### src/rtl/i2c_seq_controller.sv
`default_nettype none
// ============================================================================
// Module   : i2c_seq_controller
// Function : Command-ROM driven I2C configuration sequencer. Walks WRITE /
//            DELAY / END entries, drives a byte-level I2C engine through a
//            send/done handshake, retries NACKed writes a bounded number of
//            times, supports abort, and reports failed entries.
// Revision : 1.0 - initial release
// ============================================================================
module i2c_seq_controller #(
  parameter int NBYTES_MAX  = 4,
  parameter int NTRANS      = 64,
  parameter int RETRIES     = 3,
  parameter int DELAY_W     = 16,
  parameter int ROM_LAT     = 1,
  parameter int STOP_ON_ERR = 0
) (
  input  logic                             clk_i,
  input  logic                             rst_n_i,
  input  logic                             start_1cc_i,
  input  logic                             abort_i,
  output logic [$clog2(NTRANS)-1:0]        rom_addr_o,
  input  logic [8+8*NBYTES_MAX-1:0]        rom_data_i,
  output logic                             eng_send_o,
  output logic [$clog2(NBYTES_MAX+1)-1:0]  eng_nbytes_o,
  output logic [8*NBYTES_MAX-1:0]          eng_data_o,
  input  logic                             eng_ready_i,
  input  logic                             eng_done_i,
  input  logic [NBYTES_MAX-1:0]            eng_ack_i,
  output logic                             busy_o,
  output logic                             done_o,
  output logic                             err_o,
  output logic [$clog2(NTRANS)-1:0]        fail_idx_o,
  output logic [7:0]                       fail_cnt_o
);

  localparam int AW  = $clog2(NTRANS);
  localparam int NBW = $clog2(NBYTES_MAX + 1);
  localparam int PW  = 8 * NBYTES_MAX;
  localparam int RW  = $clog2(RETRIES + 2);

  localparam logic [AW-1:0]      c_LAST_ADDR = AW'(NTRANS - 1);
  localparam logic [RW-1:0]      c_RETRIES   = RW'(RETRIES);
  localparam logic [3:0]         c_NBMAX     = 4'(NBYTES_MAX);
  localparam logic [1:0]         c_LAT_LAST  = 2'(ROM_LAT - 1);
  localparam logic [DELAY_W-1:0] c_DLY_ONE   = DELAY_W'(1);

  typedef enum logic [2:0] {
    S_IDLE   = 3'd0,
    S_FETCH  = 3'd1,
    S_DECODE = 3'd2,
    S_SEND   = 3'd3,
    S_WAIT   = 3'd4,
    S_DLY    = 3'd5,
    S_NEXT   = 3'd6,
    S_FIN    = 3'd7
  } state_t;

  state_t               r_state;
  logic [1:0]           r_lat;
  logic [RW-1:0]        r_retry;
  logic [DELAY_W-1:0]   r_dly;
  logic                 r_abort_pend;

  logic [7:0]           w_ctrl;
  logic [1:0]           w_op;
  logic [3:0]           w_nb;
  logic [PW-1:0]        w_payload;
  logic                 w_nb_ok;
  logic                 w_ack_ok;
  logic [7:0]           w_fail_cnt_inc;
  logic                 w_unused;

  assign w_ctrl         = rom_data_i[PW+7:PW];
  assign w_op           = w_ctrl[7:6];
  assign w_nb           = w_ctrl[3:0];
  assign w_payload      = rom_data_i[PW-1:0];
  assign w_nb_ok        = (w_nb != 4'd0) && (w_nb <= c_NBMAX);
  assign w_fail_cnt_inc = (fail_cnt_o == 8'hFF) ? 8'hFF : fail_cnt_o + 8'd1;
  assign w_unused       = ^w_ctrl[5:4];

  // Transfer succeeds when every byte actually sent was ACKed; flags above nbytes are ignored
  always_comb begin
    w_ack_ok = 1'b1;
    for (int i = 0; i < NBYTES_MAX; i++) begin
      if ((NBW'(i) < eng_nbytes_o) && !eng_ack_i[i]) begin
        w_ack_ok = 1'b0;
      end
    end
  end

  // Sequencer FSM with registered outputs; the failure bookkeeping is repeated at each failure site
  always_ff @(posedge clk_i or negedge rst_n_i) begin
    if (!rst_n_i) begin
      r_state      <= S_IDLE;
      r_lat        <= 2'd0;
      r_retry      <= '0;
      r_dly        <= '0;
      r_abort_pend <= 1'b0;
      rom_addr_o   <= '0;
      eng_send_o   <= 1'b0;
      eng_nbytes_o <= '0;
      eng_data_o   <= '0;
      busy_o       <= 1'b0;
      done_o       <= 1'b0;
      err_o        <= 1'b0;
      fail_idx_o   <= '0;
      fail_cnt_o   <= 8'd0;
    end else begin
      eng_send_o <= 1'b0;
      case (r_state)
        S_IDLE: begin
          if (start_1cc_i) begin
            rom_addr_o   <= '0;
            done_o       <= 1'b0;
            err_o        <= 1'b0;
            fail_cnt_o   <= 8'd0;
            fail_idx_o   <= '0;
            busy_o       <= 1'b1;
            r_lat        <= 2'd0;
            r_retry      <= '0;
            r_abort_pend <= 1'b0;
            r_state      <= S_FETCH;
          end
        end
        S_FETCH: begin
          if (abort_i) begin
            err_o   <= 1'b1;
            r_state <= S_FIN;
          end else if (r_lat == c_LAT_LAST) begin
            r_lat   <= 2'd0;
            r_state <= S_DECODE;
          end else begin
            r_lat <= r_lat + 2'd1;
          end
        end
        S_DECODE: begin
          if (abort_i) begin
            err_o   <= 1'b1;
            r_state <= S_FIN;
          end else begin
            case (w_op)
              2'b00: begin
                if (w_nb_ok) begin
                  eng_nbytes_o <= NBW'(w_nb);
                  eng_data_o   <= w_payload;
                  r_state      <= S_SEND;
                end else begin
                  err_o      <= 1'b1;
                  fail_idx_o <= rom_addr_o;
                  fail_cnt_o <= w_fail_cnt_inc;
                  r_retry    <= '0;
                  r_state    <= (STOP_ON_ERR != 0) ? S_FIN : S_NEXT;
                end
              end
              2'b01: begin
                r_dly   <= w_payload[DELAY_W-1:0];
                r_state <= S_DLY;
              end
              2'b10: r_state <= S_FIN;
              default: begin
                // An illegal opcode means the ROM image is corrupt: never continue past it
                err_o      <= 1'b1;
                fail_idx_o <= rom_addr_o;
                fail_cnt_o <= w_fail_cnt_inc;
                r_retry    <= '0;
                r_state    <= S_FIN;
              end
            endcase
          end
        end
        S_SEND: begin
          if (abort_i) begin
            err_o   <= 1'b1;
            r_state <= S_FIN;
          end else if (eng_ready_i) begin
            eng_send_o <= 1'b1;
            r_state    <= S_WAIT;
          end
        end
        S_WAIT: begin
          // Abort cannot cut a transfer short; remember it until the engine reports done
          if (abort_i) begin
            r_abort_pend <= 1'b1;
          end
          if (eng_done_i) begin
            if (w_ack_ok) begin
              r_retry <= '0;
              r_state <= S_NEXT;
            end else if (r_retry < c_RETRIES) begin
              r_retry <= r_retry + RW'(1);
              r_state <= S_SEND;
            end else begin
              err_o      <= 1'b1;
              fail_idx_o <= rom_addr_o;
              fail_cnt_o <= w_fail_cnt_inc;
              r_retry    <= '0;
              r_state    <= (STOP_ON_ERR != 0) ? S_FIN : S_NEXT;
            end
            if (abort_i || r_abort_pend) begin
              err_o   <= 1'b1;
              r_state <= S_FIN;
            end
          end
        end
        S_DLY: begin
          if (abort_i) begin
            err_o   <= 1'b1;
            r_state <= S_FIN;
          end else if (r_dly <= c_DLY_ONE) begin
            r_state <= S_NEXT;
          end else begin
            r_dly <= r_dly - c_DLY_ONE;
          end
        end
        S_NEXT: begin
          if (abort_i) begin
            err_o   <= 1'b1;
            r_state <= S_FIN;
          end else if (rom_addr_o == c_LAST_ADDR) begin
            r_state <= S_FIN;
          end else begin
            rom_addr_o <= rom_addr_o + AW'(1);
            r_state    <= S_FETCH;
          end
        end
        S_FIN: begin
          busy_o       <= 1'b0;
          done_o       <= 1'b1;
          r_abort_pend <= 1'b0;
          r_state      <= S_IDLE;
        end
        default: r_state <= S_IDLE;
      endcase
    end
  end

endmodule
`default_nettype wire

### config.mk
export PLATFORM = sky130hd
export DESIGN_NAME = i2c_seq_controller
export DESIGN_NICKNAME = d
export VERILOG_FILES = /design/src/rtl/i2c_seq_controller.sv
export SDC_FILE = /design/constraint.sdc
export NUM_CORES = 1
export LEC_CHECK = 0
export CORE_MARGIN = 3
export CORE_UTILIZATION = 54
export DETAILED_ROUTE_END_ITERATION = 6
export GPL_ROUTABILITY_DRIVEN = 0
export PLACE_DENSITY = 0.86
export SYNTH_ARGS = -nofsm -noshare
export SYNTH_HDL_FRONTEND = slang
export SYNTH_SLANG_ARGS = --single-unit
### constraint.sdc
create_clock -name clk_i -period 3.6 [get_ports clk_i]
set_clock_uncertainty 0.2 [all_clocks]
set_input_delay 0.72 -clock clk_i [delete_from_list [all_inputs] [get_ports clk_i]]
set_output_delay 0.72 -clock clk_i [all_outputs]
set_load 0.01 [all_outputs]
==> flow_metrics.tcl, run 1 <==
set metrics [dict create \
    initial_core_util_pct 56.6 \
    async_flop_share_pct 100 \
    synth_most_common_cell "dfrtp_1" \
    antenna_found_initial 0 \
    dieArea_um2 9390 \
    cap_violations 0 \
    arrival_ns 2.81 \
    multi_input_area_um2 2090 \
    clock_sinks 84 \
    fp.coreArea_um2 7890 \
    min_period_ns 2.76 \
    hold_path_class "reg2reg" \
    crit_path_end_kind "flip-flop" \
    cp_slowest_stage_delay_ns 0.51 \
    cts_tree "yes" \
    dp_hpwl_um 7590 \
    worst-path-max-fanout 8 \
    post-route-period-util_pct 76.7 \
    die_y_um 96.9 \
    ys_seq_area_share_pct 47.1 \
    drtIter0Drc 214 \
    drtAntennaViolNets 0 \
    final_hold_viol_count 0 \
    startpoint_type "input port" \
    status "complete, no violations" \
    met1Wirelength_um 4530 \
    synth_fa_ha_area_share_pct 2.80 \
    synth-main-ff-cell "dfrtp_1" \
    route.met2.wl_um 5220 \
    syn_area_per_cell_um2 10.0 \
    drt_wl_total_um 10700 \
    clk_latency_ns 0.35 \
    critPathLaunch "rom_data_i[38]" \
    synth_simple_gate_area_share_pct 13.8 \
    finalSetupTns_ns 0 \
    synth_top_family_by_area "compound AO/OA/AOI/OAI gates" \
    clock_path_buffers 2 \
    grt.total_usage_pct 23.5 \
    tightest_slew_ns 1.07 \
    antennaDiodeCount 0 \
    overflow 0 \
    highest_layer "met4" \
    cts_resized 0 \
    r2r_slack_ns 0.94 \
    met3_length_um 657 \
    critPathSlowestCell "clkdlybuf4s50_1" \
    synthCells 444 \
    min_from "r_lat[0]$_DFFE_PN0P_" \
    viasPerCell 5.88 \
    final_util_pct 73.0 \
    synth_top_area_share_pct 47.1 \
    crit_required_ns 3.65 \
    cts_made_buffers 9 \
    rsz0062_at_grt "no" \
    regArea_um2 2100 \
    r2r_end "r_dly[1]$_DFFE_PN0P_" \
    leakagePower_nw 2.54 \
    whs_ns 0.302 \
    slew_headroom_pct 28.9 \
    synth_mux_area_share_pct 10.9 \
    synth_edf_count 0 \
    setup_viol 0 \
    ir_drop_mv 0.370 \
    cts_hold_buf 0 \
    syn-cell-area_um2 4460 \
    ys_top_cells_by_area "dfrtp_1 (47%), mux2_2 (9.1%), a21oi_1 (3.6%), nor2_1 (3.4%), ha_1 (2.8%)" \
    io_pins 109 \
    crit_path_end "fail_cnt_o[3]$_DFFE_PN0P_" \
    drcViolationCount 0 \
    netlist_top_cells_count "dfrtp_1 (84), nor2_1 (41), mux2_2 (36)" \
    ys_warn_count 0 \
    clk_pin_slew_worst_paths_ns 0.09 \
    synth_seq_cells 84 \
    crit_type "in2reg" \
    rr_worst_depth 5 \
    fillers 577 \
    vias 3837 \
    path_cells "clkdlybuf4s50_1, inv_1, ha_1, nor2_1, a21oi_1, a311o_1, a21o_1, buf_4, o22a_1" \
    synthXorXnorAreaFrac_pct 0.981 \
    fmax_ghz 0.362 \
    grt_max_degree 85 \
    synth_compound_area_share_pct 18.4 \
    drive_gt1_share_pct 12.4 \
    portBuffers 106 \
    yosysUniqueCellTypes 56 \
    synth_area_leader_cell "dfrtp_1" \
    fin_ws_ns 0.837 \
    area_growth_pct 29.1 \
    grt_pass1_wl_um 18300 \
    pwr_density_cell_nw_per_um2 656 \
    htreeDepth 3 \
    wire_per_inst_um 16.4 \
    synth_nets 504 \
    p_total_w 0.00378 \
    r2r-start "r_dly[9]$_DFFE_PN0P_" \
    postCtsSetupBuffers 0 \
    finalMaxSlewViolations 0 \
    dr.pass1.iters 5 \
    die_w_um 96.9 \
    row_count 32 \
    cts_root_buffer "clkbuf_8" \
    fin_nets 605 \
    pre_cts_ws_ns 0.453 \
    grt_pass1_vias 3793 \
]
cells in the final DEF (no fill, tap or decap), types with 3 or more instances in the layout:
| cell type | Yosys | routed |
|---|---|---|
| a21o_1 | 3 | 3 |
| nor3b_1 | 4 | 4 |
| a31oi_1 | 9 | 9 |
| nor4_1 | 3 | 3 |
| ha_1 | 10 | 10 |
| a22oi_1 | 6 | 6 |
| nor2_1 | 41 | 41 |
| and2_1 | 5 | 5 |
| mux2i_1 | 8 | 8 |
| o21ai_0 | 14 | 14 |
| o22a_1 | 8 | 8 |
| buf_4 | 2 | 11 |
| nand2_1 | 24 | 24 |
| a211oi_1 | 8 | 8 |
| a21oi_1 | 32 | 32 |
| nand2b_1 | 5 | 5 |
| o22ai_1 | 9 | 9 |
| clkbuf_8 | 0 | 10 |
| inv_1 | 32 | 32 |
| nand3_1 | 10 | 10 |
| dfrtp_1 | 84 | 84 |
| xor2_1 | 5 | 5 |
| mux2_2 | 36 | 36 |
| and3_1 | 5 | 5 |
| o2bb2ai_1 | 7 | 7 |
| clkdlybuf4s50_1 | 0 | 105 |
| nor3_1 | 12 | 12 |
flip-flops by register name, summed over array words and instances (netlist names):
signal and count:
fail_idx_o 6, r_dly 16, done_o 1, rom_addr_o 6, err_o 1, fail_cnt_o 8, r_retry 3, r_state 3
eng_data_o 32, r_lat 2, eng_nbytes_o 3, busy_o 1, r_abort_pend 1, eng_send_o 1
through the flow:
| stage | instance area (um2) | instances |
|---|---|---|
| after CTS | 5760 | 652 |
| after global routing | 5760 | 652 |
| after detailed placement | 5580 | 636 |
| after global placement | 5580 | 636 |
| after floorplan | 4460 | 444 |
| final | 5760 | 652 |
worst max-delay path, delay by kind of cell:
family	cells	cell delay, ns
compound gates	4	0.88
fa+ha+maj	1	0.31
buf+inv	3	0.79
simple gates	1	0.10
power by group:
| group | switching, W | internal (W) | leakage [nW] |
|---|---|---|---|
| Clock | 0.000360 | 0.000276 | 0.0933 |
| Combinational | 0.000812 | 0.000813 | 1.34 |
| Sequential | 0.000306 | 0.00121 | 1.11 |
| Total | 0.00148 | 0.00230 | 2.54 |
per-layer routing:
layer  up-vias  track usage (%)
li1       1814                -
met1      1849             31.0
met2       148             37.1
met3        26             4.97
met4         0             10.7
met5         -                0
cells by family after synthesis:
family,count (synthesis)
AOI/OAI and AO/OA,121
xor gates and xnor gates,5
adders and majority gates,10
buffers and inverters,58
DFF,84
muxes,44
and+or+nand+nor,122
area by class of cell:
| type | count | area share [%] |
|---|---|---|
| Sequential cell | 84 | 36.5 |
| Multi-Input combinational cell | 302 | 36.3 |
| Tap cell | 102 | 2.22 |
| Timing Repair Buffer | 116 | 19.7 |
| Clock buffer | 10 | 2.39 |
| Inverter | 32 | 2.09 |
| Clock inverter | 6 | 0.825 |
worst min path at each step:
| stage | slack, ns | to | cells past startpoint |
|---|---|---|---|
| 2_1_floorplan | 0.22 | busy_o$_DFFE_PN0P_ | 0 |
| 3_3_place_gp | 0.27 | r_retry[2]$_DFFE_PN0P_ | 2 |
| 3_5_place_dp | 0.29 | r_lat[0]$_DFFE_PN0P_ | 1 |
| 4_1_cts | 0.31 | r_lat[0]$_DFFE_PN0P_ | 1 |
| 5_1_grt | 0.33 | eng_data_o[0]$_DFFE_PN0P_ | 1 |
| 6_report | 0.30 | r_lat[0]$_DFFE_PN0P_ | 1 |
(Power assumes the default switching activity.)
==> inputs of run 2 (changes only) <==
--- a/config.mk
+++ b/config.mk
@@ -6,10 +6,10 @@
 export NUM_CORES = 1
 export LEC_CHECK = 0
 export CORE_MARGIN = 3
-export CORE_UTILIZATION = 54
+export CORE_UTILIZATION = 50
 export DETAILED_ROUTE_END_ITERATION = 6
 export GPL_ROUTABILITY_DRIVEN = 0
-export PLACE_DENSITY = 0.86
+export PLACE_DENSITY = 0.81
 export SYNTH_ARGS = -nofsm -noshare
 export SYNTH_HDL_FRONTEND = slang
 export SYNTH_SLANG_ARGS = --single-unit
==> constraint.sdc (replaced) <==
create_clock -name clk_i -period 2.7 [get_ports clk_i]
set_clock_uncertainty 0.2 [all_clocks]
set_input_delay 0.54 -clock clk_i [delete_from_list [all_inputs] [get_ports clk_i]]
set_output_delay 0.54 -clock clk_i [all_outputs]
set_load 0.01 [all_outputs]
==> run 2 against run 1 <==
Compared with the run above: worst setup slack worse by 0.66 ns; critical endpoint is now fail_idx_o[2]$_DFFE_PN0P_; sequential share of layout area down 0.75 points; non-clock buffer count up 13; count of clock-buffer cells in the layout grew 1.
==> flow_metrics.tcl, run 2 (synthesized netlist as in run 1, its figures left out) <==
set metrics [dict create \
    drtIter0Drc 235 \
    row_count 33 \
    grt_pass1_wl_um 17900 \
    r2r-start "r_dly[10]$_DFFE_PN0P_" \
    pwr-share-comb_pct 44.9 \
    fin_nets 618 \
    initial_core_util_pct 53.0 \
    drive_gt1_share_pct 14.2 \
    cts_made_buffers 9 \
    grt_pass1_vias 3713 \
    rsz0062_at_grt "no" \
    portBuffers 106 \
    critPathLaunch "rom_data_i[38]" \
    p_clk_share_pct 16.1 \
    leakagePower_nw 2.61 \
    fin_cells 668 \
    drt_wl_total_um 10800 \
    drcViolationCount 0 \
    startpoint_type "input port" \
    grt.total_usage_pct 22.1 \
    dieArea_um2 10100 \
    crit_type "in2reg" \
    io_pins 109 \
    final_common_cell "clkdlybuf4s50_1" \
    drtAntennaViolNets 0 \
    top_register "eng_data_o" \
    cap_violations 0 \
    finalSetupTns_ns 0 \
    min_period_ns 2.53 \
    clk_latency_ns 0.34 \
    viasPerCell 5.73 \
    status "complete, no violations" \
    p_seq_share_pct 39.1 \
    htreeDepth 3 \
    layout_common_cells "clkdlybuf4s50_1 (105), dfrtp_1 (84), nor2_1 (41), mux2_2 (36)" \
    vias 3827 \
    finalMaxSlewViolations 0 \
    worst-path-max-fanout 8 \
    grt_max_degree 54 \
    clk_pin_slew_worst_paths_ns 0.09 \
    largest_reg_flops 32 \
    die_w_um 100 \
    rr_worst_depth 5 \
    postCtsSetupBuffers 0 \
    tightest_slew_ns 0.567 \
    setup_viol 0 \
    ir_drop_mv 0.451 \
    wire_per_inst_um 16.2 \
    sw_frac_of_total_pct 38.4 \
    fmax_ghz 0.396 \
    fillers 628 \
    p_switching_w 0.00195 \
    post-route-period-util_pct 93.5 \
    dr.pass1.iters 4 \
    largest_registers "eng_data_o (32), r_dly (16), fail_cnt_o (8)" \
    area_growth_pct 31.8 \
    fin_ws_ns 0.175 \
    arrival_ns 2.59 \
    p_total_w 0.00507 \
    dp_hpwl_um 7950 \
    slew_headroom_pct 62.2 \
    die_y_um 100 \
    holdPathStages 1 \
    antenna_found_initial 0 \
    final_hold_viol_count 0 \
    clock_path_buffers 2 \
    p_int_w 0.00312 \
    final_util_pct 69.8 \
    fp.coreArea_um2 8420 \
    overflow 0 \
    antennaDiodeCount 0 \
    pwr_density_cell_nw_per_um2 862 \
    pre_cts_ws_ns -0.180 \
    hold_path_class "reg2reg" \
    crit_required_ns 2.76 \
    cts_root_buffer "clkbuf_8" \
    cts_tree "yes" \
    min_from "eng_data_o[6]$_DFFE_PN0P_" \
    crit_path_end_kind "flip-flop" \
    clock_sinks 84 \
    dp.cells 651 \
]
run 2: per-stage QoR:
step	area, um2	hold slack [ns]
after CTS	5880	0.316
after detailed placement	5700	0.285
final	5880	0.311
after global placement	5700	0.274
after floorplan	4460	0.0444
after global routing	5880	0.326
run 2: cell type report:
cell class | instances | area, um2 | share of cell area [%]
Clock inverter | 5 | 35.0 | 0.596
Tap cell | 105 | 131 | 2.23
Timing Repair Buffer | 129 | 1260 | 21.4
Sequential cell | 84 | 2100 | 35.7
Multi-Input combinational cell | 302 | 2090 | 35.6
Inverter | 32 | 120 | 2.04
Clock buffer | 11 | 141 | 2.40
run 2: what timing repair did:
item	4_1_cts	5_1_grt
hold buffers	1	0
resized for setup	0	0
hold endpoints to repair	31	0
run 2: per-layer routing:
| layer | up-vias | track usage (%) | routed length [um] | share of wire, % |
|---|---|---|---|---|
| li1 | 1834 | - | - | - |
| met1 | 1845 | 29.0 | 4550 | 42 |
| met2 | 136 | 35.8 | 5310 | 49 |
| met3 | 12 | 5.40 | 783 | 7.3 |
| met4 | 0 | 7.56 | 144 | 1.3 |
| met5 | - | 0 | 0 | 0 |
run 2: path summary, 6_finish.rpt:
check,slack (ns),endpoint
max reg2reg,0.24,r_dly[1]$_DFFE_PN0P_
min,0.31,eng_data_o[6]$_DFFE_PN0P_
max,0.17,fail_idx_o[2]$_DFFE_PN0P_
min in group asynchronous,0.46,eng_data_o[4]$_DFFE_PN0P_
max in group asynchronous,1.21,eng_data_o[9]$_DFFE_PN0P_
min reg2reg,0.31,eng_data_o[6]$_DFFE_PN0P_
run 2: power by group through the flow:
stage | logic [W] | registers, W | clock network (W)
after floorplan | 0.00141 | 0.00197 | 0
after global placement | 0.00221 | 0.00198 | 0
after detailed placement | 0.00226 | 0.00200 | 0
after CTS | 0.00228 | 0.00197 | 0.000831
after global routing | 0.00251 | 0.00204 | 0.000891
final | 0.00228 | 0.00198 | 0.000815
run 2: critical path, cell delays in order:
cell             delay [ns]
clkdlybuf4s50_1        0.48
inv_1                  0.05
ha_1                   0.30
nor2_1                 0.11
a21oi_1                0.09
a311o_1                0.36
a21o_1                 0.27
buf_4                  0.22
mux2i_1                0.17
